<file path="src/rtl/cond_pkg.sv">
// Shared condition-code encodings, flag bit positions and strobe payload for the
// condition logic and its reusable condition checker.
package cond_pkg;

  localparam int unsigned COND_W  = 4;
  localparam int unsigned FLAGS_W = 4;
  localparam int unsigned FLAGW_W = 2;

  // Bit indices into the {N,Z,C,V} flag vector
  localparam int unsigned FLAG_N = 3;
  localparam int unsigned FLAG_Z = 2;
  localparam int unsigned FLAG_C = 1;
  localparam int unsigned FLAG_V = 0;

  // flag_w bit selecting which flag pair gets loaded
  localparam int unsigned FW_NZ = 1;
  localparam int unsigned FW_CV = 0;

  localparam logic [COND_W-1:0] COND_EQ = 4'b0000;
  localparam logic [COND_W-1:0] COND_NE = 4'b0001;
  localparam logic [COND_W-1:0] COND_CS = 4'b0010;
  localparam logic [COND_W-1:0] COND_CC = 4'b0011;
  localparam logic [COND_W-1:0] COND_MI = 4'b0100;
  localparam logic [COND_W-1:0] COND_PL = 4'b0101;
  localparam logic [COND_W-1:0] COND_VS = 4'b0110;
  localparam logic [COND_W-1:0] COND_VC = 4'b0111;
  localparam logic [COND_W-1:0] COND_HI = 4'b1000;
  localparam logic [COND_W-1:0] COND_LS = 4'b1001;
  localparam logic [COND_W-1:0] COND_GE = 4'b1010;
  localparam logic [COND_W-1:0] COND_LT = 4'b1011;
  localparam logic [COND_W-1:0] COND_GT = 4'b1100;
  localparam logic [COND_W-1:0] COND_LE = 4'b1101;
  localparam logic [COND_W-1:0] COND_AL = 4'b1110;
  localparam logic [COND_W-1:0] COND_NV = 4'b1111;

  typedef struct packed {
    logic pc_src;
    logic reg_write;
    logic mem_write;
  } strobe_t;

endpackage

</file>
<file path="src/rtl/cond_check.sv">
// Combinational evaluation of a 4-bit condition field against {N,Z,C,V}.
module cond_check
  import cond_pkg::*;
(
  input  logic [COND_W-1:0]  cond,
  input  logic [FLAGS_W-1:0] flags,
  output logic               cond_ex
);

  logic n;
  logic z;
  logic c;
  logic v;

  assign n = flags[FLAG_N];
  assign z = flags[FLAG_Z];
  assign c = flags[FLAG_C];
  assign v = flags[FLAG_V];

  always_comb begin
    cond_ex = 1'b0;
    unique case (cond)
      COND_EQ: cond_ex = z;
      COND_NE: cond_ex = ~z;
      COND_CS: cond_ex = c;
      COND_CC: cond_ex = ~c;
      COND_MI: cond_ex = n;
      COND_PL: cond_ex = ~n;
      COND_VS: cond_ex = v;
      COND_VC: cond_ex = ~v;
      COND_HI: cond_ex = c & ~z;
      COND_LS: cond_ex = ~c | z;
      COND_GE: cond_ex = (n == v);
      COND_LT: cond_ex = (n != v);
      COND_GT: cond_ex = ~z & (n == v);
      COND_LE: cond_ex = z | (n != v);
      COND_AL: cond_ex = 1'b1;
      COND_NV: cond_ex = 1'b0;
      default: cond_ex = 1'b0;
    endcase
  end

endmodule

</file>
<file path="src/rtl/cond_logic.sv">
// Architectural flag register plus condition gating of the decoder's write/branch
// strobes; strobes are combinational or one-cycle registered depending on REG_OUT.
module cond_logic
  import cond_pkg::*;
#(
  parameter logic [FLAGS_W-1:0] FLAGS_RESET = 4'b0000,
  parameter bit                 REG_OUT     = 1'b0
) (
  input  logic               clk,
  input  logic               reset,
  input  logic [COND_W-1:0]  cond,
  input  logic [FLAGS_W-1:0] alu_flags,
  input  logic [FLAGW_W-1:0] flag_w,
  input  logic               pcs,
  input  logic               reg_w,
  input  logic               mem_w,
  input  logic               no_write,
  input  logic               in_valid,
  input  logic               stall,
  input  logic               flush,
  output logic               pc_src,
  output logic               reg_write,
  output logic               mem_write,
  output logic               cond_ex,
  output logic [FLAGS_W-1:0] flags
);

  logic [FLAGS_W-1:0] flags_q;
  logic               go_c;
  strobe_t            strobe_c;

  // Condition is judged against the committed flags only; no alu_flags bypass
  cond_check u_cond_check (
    .cond    (cond),
    .flags   (flags_q),
    .cond_ex (cond_ex)
  );

  assign go_c = in_valid & cond_ex & ~flush;

  always_comb begin
    strobe_c           = '0;
    strobe_c.pc_src    = go_c & pcs;
    strobe_c.reg_write = go_c & reg_w & ~no_write;
    strobe_c.mem_write = go_c & mem_w;
  end

  // N,Z and C,V pairs load independently
  always_ff @(posedge clk or posedge reset) begin
    if (reset) begin
      flags_q <= FLAGS_RESET;
    end else if (go_c && !stall) begin
      if (flag_w[FW_NZ]) begin
        flags_q[FLAG_N:FLAG_Z] <= alu_flags[FLAG_N:FLAG_Z];
      end
      if (flag_w[FW_CV]) begin
        flags_q[FLAG_C:FLAG_V] <= alu_flags[FLAG_C:FLAG_V];
      end
    end
  end

  assign flags = flags_q;

  if (REG_OUT) begin : g_reg_out
    strobe_t strobe_q;

    // Flush overrides stall; strobe_c is already zero under flush
    always_ff @(posedge clk or posedge reset) begin
      if (reset) begin
        strobe_q <= '0;
      end else if (flush || !stall) begin
        strobe_q <= strobe_c;
      end
    end

    assign pc_src    = strobe_q.pc_src;
    assign reg_write = strobe_q.reg_write;
    assign mem_write = strobe_q.mem_write;
  end else begin : g_comb_out
    assign pc_src    = strobe_c.pc_src;
    assign reg_write = strobe_c.reg_write;
    assign mem_write = strobe_c.mem_write;
  end

endmodule
</file>
<file path="config.mk">
export PLATFORM = sky130hd
export DESIGN_NAME = cond_logic
export DESIGN_NICKNAME = d
export VERILOG_FILES = /design/src/rtl/cond_pkg.sv /design/src/rtl/cond_check.sv /design/src/rtl/cond_logic.sv
export SDC_FILE = /design/constraint.sdc
export NUM_CORES = 1
export LEC_CHECK = 0
export BUFFER_PORTS_ARGS = -buffer_cell sky130_fd_sc_hd__buf_2
export CAP_MARGIN = 20
export CELL_PAD_IN_SITES_DETAIL_PLACEMENT = 1
export CELL_PAD_IN_SITES_GLOBAL_PLACEMENT = 1
export CORE_MARGIN = 5
export CORE_UTILIZATION = 29
export DETAILED_ROUTE_END_ITERATION = 10
export PLACE_DENSITY = 0.87
export SLEW_MARGIN = 10
export SYNTH_ARGS = -nofsm -noshare
export SYNTH_HDL_FRONTEND = slang
export SYNTH_SLANG_ARGS = --single-unit
</file>
<file path="constraint.sdc">
create_clock -name clk -period 2.3 [get_ports clk]
set_input_delay 0 -clock clk [delete_from_list [all_inputs] [get_ports clk]]
set_output_delay 0 -clock clk [all_outputs]
set_load 0.05 [all_outputs]
</file>
==> results_dict.tcl <==
set metrics [dict create \
    status "completed" \
    rsz0062_at_grt "false" \
    grt_max_degree 13 \
    hpwl_mm 1.25 \
    die_y_um 49.7 \
    r2r-start "flags[2]" \
    syn_inst 49 \
    placed_cell_area_um2 593 \
    clk_pin_slew_ns 0.04 \
    start_util_pct 30.4 \
    synth_mux_area_share_pct 4.37 \
    io_pins 27 \
    p_per_area_nw_per_um2 1060 \
    grt_pass1_vias 572 \
    period_needed_ns 2.19 \
    r2r_setup_slack_ns 0.36 \
    synth_area_leaders "dfrtp_1 22%, a32o_1 8.7%, nand3b_1 6.6%" \
    finalHoldViolCount 0 \
    nets 99 \
    max_freq_mhz 456 \
    ys_seq_elements 4 \
    path_delay_family "compound AO/OA/AOI/OAI gates" \
    cts.path.max_buffers 2 \
    synthSimpleGateAreaFrac_pct 36.6 \
    max_stage_delay_ns 0.55 \
    whs_path_depth 2 \
    grt_antenna_before_repair 0 \
    clock_sinks 4 \
    crit_chain "nor4b_1 > a311o_1 > a211oi_2 > a21oi_1 > or4_1 > buf_4" \
    hold_path_end "flags[2]" \
    setup_slack_ns 0.107 \
    end_kind "primary output" \
    synth_top_family_by_area "simple AND/OR/NAND/NOR gates" \
    place_congestion 0.785 \
    cap_violations 0 \
    finalSetupViolCount 0 \
    diodes 0 \
    area_delta_synth_final_pct 40.7 \
    root_buffer "clkbuf_4" \
    period_share_pct 95.3 \
    synth_edf_count 0 \
    min_from "alu_flags[2]" \
    cts_tree "yes" \
    fin_hold_ws_ns 0.0246 \
    ir_worst_vdd_uv 490 \
    power.leakage_nw 0.307 \
    drive_gt1_share_pct 48.7 \
    worst_slew_pin_slew_ns 0.401 \
    timing.rr.end "flags[0]" \
    clkLatencyLatePin_ns 0.23 \
    yosys_most_used_dff "dfrtp_1" \
    critical_path_class "reg -> out" \
    grt_usage_pct 12.7 \
    synth.top_cell.area_share_pct 21.9 \
    slew_headroom_pct 73.0 \
    htree_levels 1 \
    power_w 0.000682 \
    cp_data_required_time_ns 2.30 \
    yosys_warnings 0 \
    netlist_top_cells_count "4 x a32o_1, 4 x dfrtp_1, 4 x nand3b_1" \
    tns_ns 0 \
    r2r_cells 6 \
    drc 0 \
    fp.dieArea_um2 2470 \
    syn_area_per_cell_um2 9.35 \
    syn-cell-area_um2 458 \
    numCtsBuffers 3 \
    dr.first_iter.drc_count 6 \
    critPathMaxFanout 8 \
    async_flop_share_pct 100 \
    hold_path_class "in -> reg" \
    firstDrtPassIters 3 \
    vias 537 \
    crit_slowest_cell "or4_1" \
    yosys.area.top_type "dfrtp_1" \
    drv_slew 0 \
    port_buffers 26 \
    wl_mm 1.46 \
    largest_reg_flops 4 \
    dp_slack_ns 0.207 \
    worst_ep_arrival_time_ns 2.19 \
    yosys.area_share.xor_xnor_pct 4.92 \
    synth-compound-area-share_pct 26.5 \
    path_buf_inv 1 \
    core_um2 1510 \
    ant_nets 0 \
    ys_types 30 \
    synthAdderAreaFrac_pct 0 \
    fill_cells 190 \
    stdcell_area_um2 644 \
    die_w_um 49.7 \
    yosysSeqAreaShare_pct 21.9 \
    grt_first_pass_wirelength_mm 2.45 \
    startpoint_type "flop" \
    skew_ns 0.00417 \
    syn_nets 68 \
    vias_per_cell 5.71 \
    wl_per_cell_um 15.5 \
    grt.overflow.total 0 \
    rows 14 \
]
## where the power goes
group	internal, W	switching [W]	total [W]	leakage, nW
logic	0.000177	0.000265	0.000442	0.246
registers	0.000106	0.0000492	0.000156	0.0467
clock network	0.0000581	0.0000257	0.0000838	0.0138
total	0.000342	0.000340	0.000682	0.307
## cells in the final DEF, fill, tap and decap left out
cell type	n
buf_2	25
nand3b_1	4
a32o_1	4
inv_1	3
nand2b_1	3
clkbuf_4	3
dfrtp_2	3
or3b_1	2
mux2i_1	2
a21oi_1	2
and2_1	2
buf_4	2
nor4b_1	1
a311o_1	1
o211ai_1	1
nor3_1	1
a211oi_1	1
a211oi_2	1
nand3_1	1
xnor3_1	1
and3_4	1
nor3b_1	1
o21ai_1	1
a21boi_0	1
nor4_1	1
nor2_1	1
and3_1	1
o311ai_0	1
o211ai_2	1
nor2b_4	1
nor3_2	1
or4_1	1
and3b_1	1
dfrtp_1	1
dlygate4sd3_1	1
## through the flow
stage,util [%],cells
final,42.8,94
after global routing,42.8,94
after CTS,41.6,93
after detailed placement,39.4,89
after global placement,39.4,89
after floorplan,-,49
## worst max-delay path by stage
stage          endpoint  slack [ns]  cells past startpoint  startpoint
3_5_place_dp    cond_ex        0.21                      6    flags[3]
2_1_floorplan   cond_ex        0.01                      5    flags[3]
3_3_place_gp    cond_ex        0.33                      6    flags[3]
5_1_grt         cond_ex        0.03                      6    flags[3]
6_report        cond_ex        0.11                      6    flags[0]
4_1_cts         cond_ex       0.001                      6    flags[0]
## cells by family (layout without fill, tap and decap cells)
family / count (synthesis) / in the layout
compound gates: 14 / 14
xor+xnor: 1 / 1
buf+inv: 5 / 34
flops: 4 / 4
mux: 2 / 2
simple gates: 23 / 23
## metal layers
| layer | vias up | wire length [um] | global-route usage, % |
|---|---|---|---|
| li1 | 260 | - | - |
| met1 | 259 | 529 | 13.9 |
| met2 | 16 | 845 | 21.8 |
| met3 | 2 | 67 | 4.22 |
| met4 | 0 | 14 | 5.68 |
| met5 | - | 0 | 0 |
## cell type report
type	instances	area [um2]	area share, %
clock buffers	3	22.5	3.50
inverters	3	11.3	1.75
multi-input cells	40	337	52.2
flip-flops and latches	4	104	16.1
well taps	16	20.0	3.11
repair buffers	28	150	23.3
## repair_timing
action,in CTS,in global routing
setup endpoints to repair,1,1
setup buffers,0,1
pin swaps,0,0
endpoints found under the hold margin,4,0
resized for setup,1,5
hold buffers,1,0
(Power assumes the default switching activity.)
